`config.mk`:
```
export PLATFORM = sky130hd
export DESIGN_NAME = fetch_redirect_unit
export DESIGN_NICKNAME = d
export VERILOG_FILES = /design/src/rtl/cpu_pkg.sv /design/src/rtl/redirect_arbiter.sv /design/src/rtl/fetch_redirect_unit.sv
export SDC_FILE = /design/constraint.sdc
export NUM_CORES = 1
export LEC_CHECK = 0
export CAP_MARGIN = 20
export CORE_MARGIN = 5
export CORE_UTILIZATION = 52
export DETAILED_ROUTE_END_ITERATION = 8
export PLACE_DENSITY = 0.92
export SETUP_SLACK_MARGIN = 0.1
export SYNTH_ARGS = -nofsm -noshare
export SYNTH_HDL_FRONTEND = slang
export SYNTH_SLANG_ARGS = --single-unit
```
`constraint.sdc`:
```
create_clock -name clk -period 6.7 [get_ports clk]
set_clock_uncertainty 0.15 [all_clocks]
set_input_delay 1.34 -clock clk [delete_from_list [all_inputs] [get_ports clk]]
set_output_delay 1.34 -clock clk [all_outputs]
set_load 0.03 [all_outputs]
```
`src/rtl/cpu_pkg.sv`:
```
// Shared fetch-stage types: FSM states, redirect sources and reset/exception PCs.
package cpu_pkg;

  localparam int unsigned PC_W_DEFAULT       = 32;
  localparam logic [31:0] RESET_PC_DEFAULT   = 32'h0040_0000;
  localparam logic [31:0] EXC_VECTOR_DEFAULT = 32'h8000_0180;

  typedef enum logic [1:0] {
    BOOT       = 2'd0,
    FETCH      = 2'd1,
    WAIT_DRAIN = 2'd2
  } fetch_state_e;

  // Encoded so that a smaller non-zero value means a higher priority.
  typedef enum logic [1:0] {
    RS_NONE = 2'd0,
    RS_EXC  = 2'd1,
    RS_BR   = 2'd2,
    RS_JMP  = 2'd3
  } redirect_src_e;

  function automatic logic outranks(input redirect_src_e a, input redirect_src_e b);
    return (a != RS_NONE) && ((b == RS_NONE) || (a < b));
  endfunction

endpackage

```
`src/rtl/redirect_arbiter.sv`:
```
// Fixed-priority redirect select (exception > branch > jump) with word-aligned target.
module redirect_arbiter
  import cpu_pkg::*;
#(
  parameter int unsigned     PC_W       = PC_W_DEFAULT,
  parameter logic [PC_W-1:0] EXC_VECTOR = EXC_VECTOR_DEFAULT
) (
  input  logic            exception,
  input  logic            branch_hazard,
  input  logic [PC_W-1:0] branch_target,
  input  logic            jump,
  input  logic [PC_W-1:0] jump_target,
  output logic [1:0]      src,
  output logic [PC_W-1:0] target
);

  localparam logic [PC_W-1:0] ALIGN_MASK = ~{{(PC_W-2){1'b0}}, 2'b11};

  redirect_src_e   src_s;
  logic [PC_W-1:0] raw_s;

  // Priority select of the redirect source and its raw target.
  always_comb begin
    src_s = RS_NONE;
    raw_s = {PC_W{1'b0}};
    if (exception) begin
      src_s = RS_EXC;
      raw_s = EXC_VECTOR;
    end else if (branch_hazard) begin
      src_s = RS_BR;
      raw_s = branch_target;
    end else if (jump) begin
      src_s = RS_JMP;
      raw_s = jump_target;
    end else begin
      src_s = RS_NONE;
      raw_s = {PC_W{1'b0}};
    end
  end

  assign src    = src_s;
  assign target = raw_s & ALIGN_MASK;

endmodule

```
`src/rtl/fetch_redirect_unit.sv`:
```
// IF-stage fetch PC, imem request handshake and redirect/flush control.
// Optional MIPS branch delay slot enabled by defining FETCH_DELAY_SLOT_EN.
module fetch_redirect_unit
  import cpu_pkg::*;
#(
  parameter int unsigned     PC_W       = PC_W_DEFAULT,
  parameter logic [PC_W-1:0] RESET_PC   = RESET_PC_DEFAULT,
  parameter logic [PC_W-1:0] EXC_VECTOR = EXC_VECTOR_DEFAULT
) (
  input  logic            clk,
  input  logic            reset,
  input  logic            Stall,
  input  logic            BranchHazard,
  input  logic [PC_W-1:0] BranchTarget,
  input  logic            Jump,
  input  logic [PC_W-1:0] JumpTarget,
  input  logic            Exception,
  input  logic            ImemReady,
  output logic            ImemReq,
  output logic [PC_W-1:0] ImemAddr,
  output logic [PC_W-1:0] IF_PC,
  output logic            IF_Valid,
  output logic            IF_Flush
);

  localparam logic [PC_W-1:0] PC_STEP = {{(PC_W-3){1'b0}}, 3'b100};

  fetch_state_e    state_q, state_d;
  logic [PC_W-1:0] pc_q, pc_d;
  logic            pending_q, pending_d;
  logic [PC_W-1:0] pending_pc_q, pending_pc_d;
  redirect_src_e   pending_src_q, pending_src_d;
  logic            imem_req_q, imem_req_d;

  logic [1:0]      arb_src_s;
  logic [PC_W-1:0] arb_tgt_s;
  redirect_src_e   rs_s;
  logic            slot_s;
  logic            keep_s;
  logic            take_s;
  logic            if_valid_s;
  logic            if_flush_s;

  redirect_arbiter #(
    .PC_W       (PC_W),
    .EXC_VECTOR (EXC_VECTOR)
  ) u_arb (
    .exception     (Exception),
    .branch_hazard (BranchHazard),
    .branch_target (BranchTarget),
    .jump          (Jump),
    .jump_target   (JumpTarget),
    .src           (arb_src_s),
    .target        (arb_tgt_s)
  );

  assign rs_s   = redirect_src_e'(arb_src_s);
  assign take_s = outranks(rs_s, pending_src_q);

`ifdef FETCH_DELAY_SLOT_EN
  // Branch/jump keep the word completing fetch as the delay slot; exceptions still kill it.
  assign slot_s = (rs_s == RS_BR) || (rs_s == RS_JMP);
  assign keep_s = (pending_src_q != RS_EXC);
`else
  assign slot_s = 1'b0;
  assign keep_s = 1'b0;
`endif

  // Next-state, PC and pending-redirect computation.
  always_comb begin
    state_d       = state_q;
    pc_d          = pc_q;
    pending_d     = pending_q;
    pending_pc_d  = pending_pc_q;
    pending_src_d = pending_src_q;
    if_valid_s    = 1'b0;
    if_flush_s    = 1'b0;
    case (state_q)
      BOOT: begin
        state_d = FETCH;
      end
      FETCH: begin
        if (rs_s != RS_NONE) begin
          if_flush_s = ~slot_s;
          if (ImemReady) begin
            pc_d       = arb_tgt_s;
            if_valid_s = slot_s;
          end else begin
            // The in-flight request is never aborted; remember where to go.
            pending_d     = 1'b1;
            pending_pc_d  = arb_tgt_s;
            pending_src_d = rs_s;
            state_d       = WAIT_DRAIN;
          end
        end else if (Stall) begin
          if_valid_s = 1'b0;
        end else if (ImemReady) begin
          if_valid_s = 1'b1;
          pc_d       = pc_q + PC_STEP;
        end else begin
          pc_d = pc_q;
        end
      end
      WAIT_DRAIN: begin
        if (take_s) begin
          if_flush_s    = ~slot_s;
          pending_pc_d  = arb_tgt_s;
          pending_src_d = rs_s;
        end else begin
          if_flush_s = 1'b0;
        end
        if (ImemReady) begin
          if (take_s) begin
            pc_d = arb_tgt_s;
          end else if (pending_q) begin
            pc_d = pending_pc_q;
          end else begin
            pc_d = pc_q;
          end
          if_valid_s    = keep_s && (!take_s || slot_s);
          pending_d     = 1'b0;
          pending_src_d = RS_NONE;
          state_d       = FETCH;
        end else begin
          state_d = WAIT_DRAIN;
        end
      end
      default: begin
        state_d       = BOOT;
        pending_d     = 1'b0;
        pending_src_d = RS_NONE;
      end
    endcase
    imem_req_d = (state_d != BOOT);
  end

  // State, PC and request registers.
  always_ff @(posedge clk or negedge reset) begin
    if (!reset) begin
      state_q       <= BOOT;
      pc_q          <= RESET_PC;
      pending_q     <= 1'b0;
      pending_pc_q  <= {PC_W{1'b0}};
      pending_src_q <= RS_NONE;
      imem_req_q    <= 1'b0;
    end else begin
      state_q       <= state_d;
      pc_q          <= pc_d;
      pending_q     <= pending_d;
      pending_pc_q  <= pending_pc_d;
      pending_src_q <= pending_src_d;
      imem_req_q    <= imem_req_d;
    end
  end

  assign ImemReq  = imem_req_q;
  assign ImemAddr = pc_q;
  assign IF_Valid = if_valid_s;
  assign IF_Flush = if_flush_s;
  assign IF_PC    = if_valid_s ? pc_q : {PC_W{1'b0}};

endmodule
```
==> qor.yml <==
synthSimpleGateAreaFrac_pct: 22.5
clock_power_share_pct: 17.6
portBuffers: 129
status: "finished clean"
p_comb_share_pct: 47.8
first_pass_iters: 6
worstPathMaxFanout: 6
fp.dieW_um: 104
place_area_mm2: 0.00586
ir_drop_v: 0.000165
grt_pass1_vias: 4885
cts_made_buffers: 9
cts_hold_buffers: 0
row_count: 34
grt_usage_pct: 27.1
core_mm2: 0.00868
cts_resized: 0
crit_required_ps: 5210
rsz0062_at_grt: "false"
synthMuxAreaShare_pct: 6.24
seq_area_frac_synth_pct: 35.9
stdcell_area_mm2: 0.00611
dpl.hpwl_mm: 10.6
cts_num_sinks: 66
syn_to_final_growth_pct: 32.7
drv_slew: 0
p_leak_nw: 2.46
syn_area_mm2: 0.00461
finalPower_mw: 2.21
grt_overflow: 0
finalHoldViolations: 0
synth-edff-count: 0
p_int_mw: 1.22
drt_iter0_drc: 459
synth_top_flop_cell: "dfrtp_1"
grt_max_degree: 67
setup_tns_ps: 0
post-route-min-period_ps: 5660
max_freq_mhz: 177
cts_buffer_depth: 2
yosys_warnings: 0
die_h_um: 104
ys_async_sr_fraction_pct: 100
p_per_area_mw_per_mm2: 362
drc: 0
crit_path_start_kind: "primary input"
syn_inst: 514
grt_pass1_wl_mm: 24.1
synth_commonest_cells: "dfrtp_1, nor2_1, nand2_1, o21ai_0, a21oi_1"
route.vias.total: 4827
crit_type: "primary input to output port"
dieArea_mm2: 0.0108
synth_top_cell_by_area: "dfrtp_1"
synth-compound-area-share_pct: 25.2
ios: 138
synth_xor_area_share_pct: 1.14
power.switching_mw: 0.996
relSlewSlack_pct: 36.7
cts.clk_slew.worst_paths_ps: 80
fin_nets: 705
power_switching_share_pct: 45.0
crit_path_end_kind: "output port"
post_drt_wl_per_cell_um: 20.5
postCtsSetupRepairBufs: 0
ys_types: 67
antenna_found_initial: 0
maxCapViolations: 0
initial_core_util_pct: 53.1
synth_seq_cells: 66
diodes: 0
ant_nets: 0
synth_top_area_share_pct: 35.3
clock_latency_ps: 360
setup_violations: 0
period_share_pct: 84.5
synth_fa_ha_area_share_pct: 1.90
yosysMostFrequentCell: "dfrtp_1"
arrival_ps: 4170
whs_ps: 333
cts-root-buf: "clkbuf_8"
hold_class: "flip-flop to flip-flop"
place_congestion: 0.916
pwr-share-seq_pct: 34.6
drive_above_1_share_pct: 12.0
max_slew.worst_pin.slew_ps: 944
routed_wl_mm: 15.2
cts_tree: "yes"
routed_via_density: 6.52
synth_top_family_by_area: "compound AO/OA/AOI/OAI gates"
syn_area_per_cell_um2: 8.97
htreeDepth: 3
synth.area.top_cells: "dfrtp_1, mux2_2, o21ai_0"
## worst max-delay path: stages
cell and delay, ps:
clkdlybuf4s50_1 530, nor2_1 320, nor2_1 100, ha_1 230, nand2b_1 190, o31ai_2 500
a21oi_1 140, nor2_1 140, clkdlybuf4s50_1 680
## per-stage QoR
step / instances / setup WS [ps] / util [%]
after floorplan: 517 / 2100 / -
after global placement: 723 / 1150 / 67.5
after detailed placement: 723 / 1090 / 67.5
after CTS: 739 / 1100 / 70.1
after global routing: 740 / 904 / 70.4
final: 740 / 1040 / 70.4
## power groups by stage
stage	logic (mW)	registers, mW	clock network, mW
final	1.06	0.765	0.390
after global routing	1.13	0.788	0.406
after CTS	1.05	0.756	0.390
after global placement	1.01	0.749	0
after floorplan	0.573	0.859	0
after detailed placement	1.04	0.762	0
## flip-flops by register name, summed over array words and instances (netlist names)
name,count
state_q,2
pending_src_q,2
pending_q,1
ImemAddr,30
ImemReq,1
pending_pc_q,30
## logic make-up (layout without fill, tap and decap cells)
kind of cell               count (synthesis)  after routing
and+or+nand+nor                          184            184
muxes                                     26             26
buffers and inverters                     59            174
xor gates and xnor gates                   6              6
other                                      1              4
DFF                                       66             66
AOI/OAI and AO/OA                        165            165
adders and majority gates                  7              7
## final cells by class
| cell class | count | area [µm²] |
|---|---|---|
| inverters | 18 | 67.6 |
| multi-input cells | 392 | 2640 |
| fillers | 679 | 2560 |
| repair buffers | 140 | 1390 |
| clock inverters | 6 | 88.8 |
| well taps | 108 | 135 |
| clock buffers | 10 | 138 |
| flip-flops and latches | 66 | 1650 |
## layer usage
metal | track usage [%] | vias up | routed length, µm
li1 | - | 2145 | -
met1 | 32.4 | 2319 | 5770
met2 | 46.2 | 307 | 7420
met3 | 5.34 | 56 | 1390
met4 | 13.5 | 0 | 596
met5 | 0 | - | 0
## cell usage in the layout (no fill, tap or decap), types with 11 or more instances in the layout
cell type	netlist	layout
nand3_1	11	11
mux2_2	22	22
o21ai_0	38	38
clkdlybuf4s50_1	0	128
nor4_1	11	11
nor2_1	47	47
and2_1	23	23
a21oi_1	25	25
dfrtp_1	65	65
inv_1	18	18
a221oi_1	17	17
nand2_1	45	45
a22oi_1	23	23
## path summary, 6_finish.rpt
kind,startpoint,slack (ps),endpoint,cells after the start
min in group asynchronous,reset,1030,pending_src_q[0],2
worst max register to register,state_q[0],3230,ImemAddr[31],10
worst min register to register,pending_pc_q[17],330,pending_pc_q[17],2
worst max-delay path,Jump,1040,IF_Flush,9
max in group asynchronous,reset,4800,pending_pc_q[29],2
worst min-delay path,pending_pc_q[17],330,pending_pc_q[17],2
No activity file was read; power rests on OpenSTA's default activity.
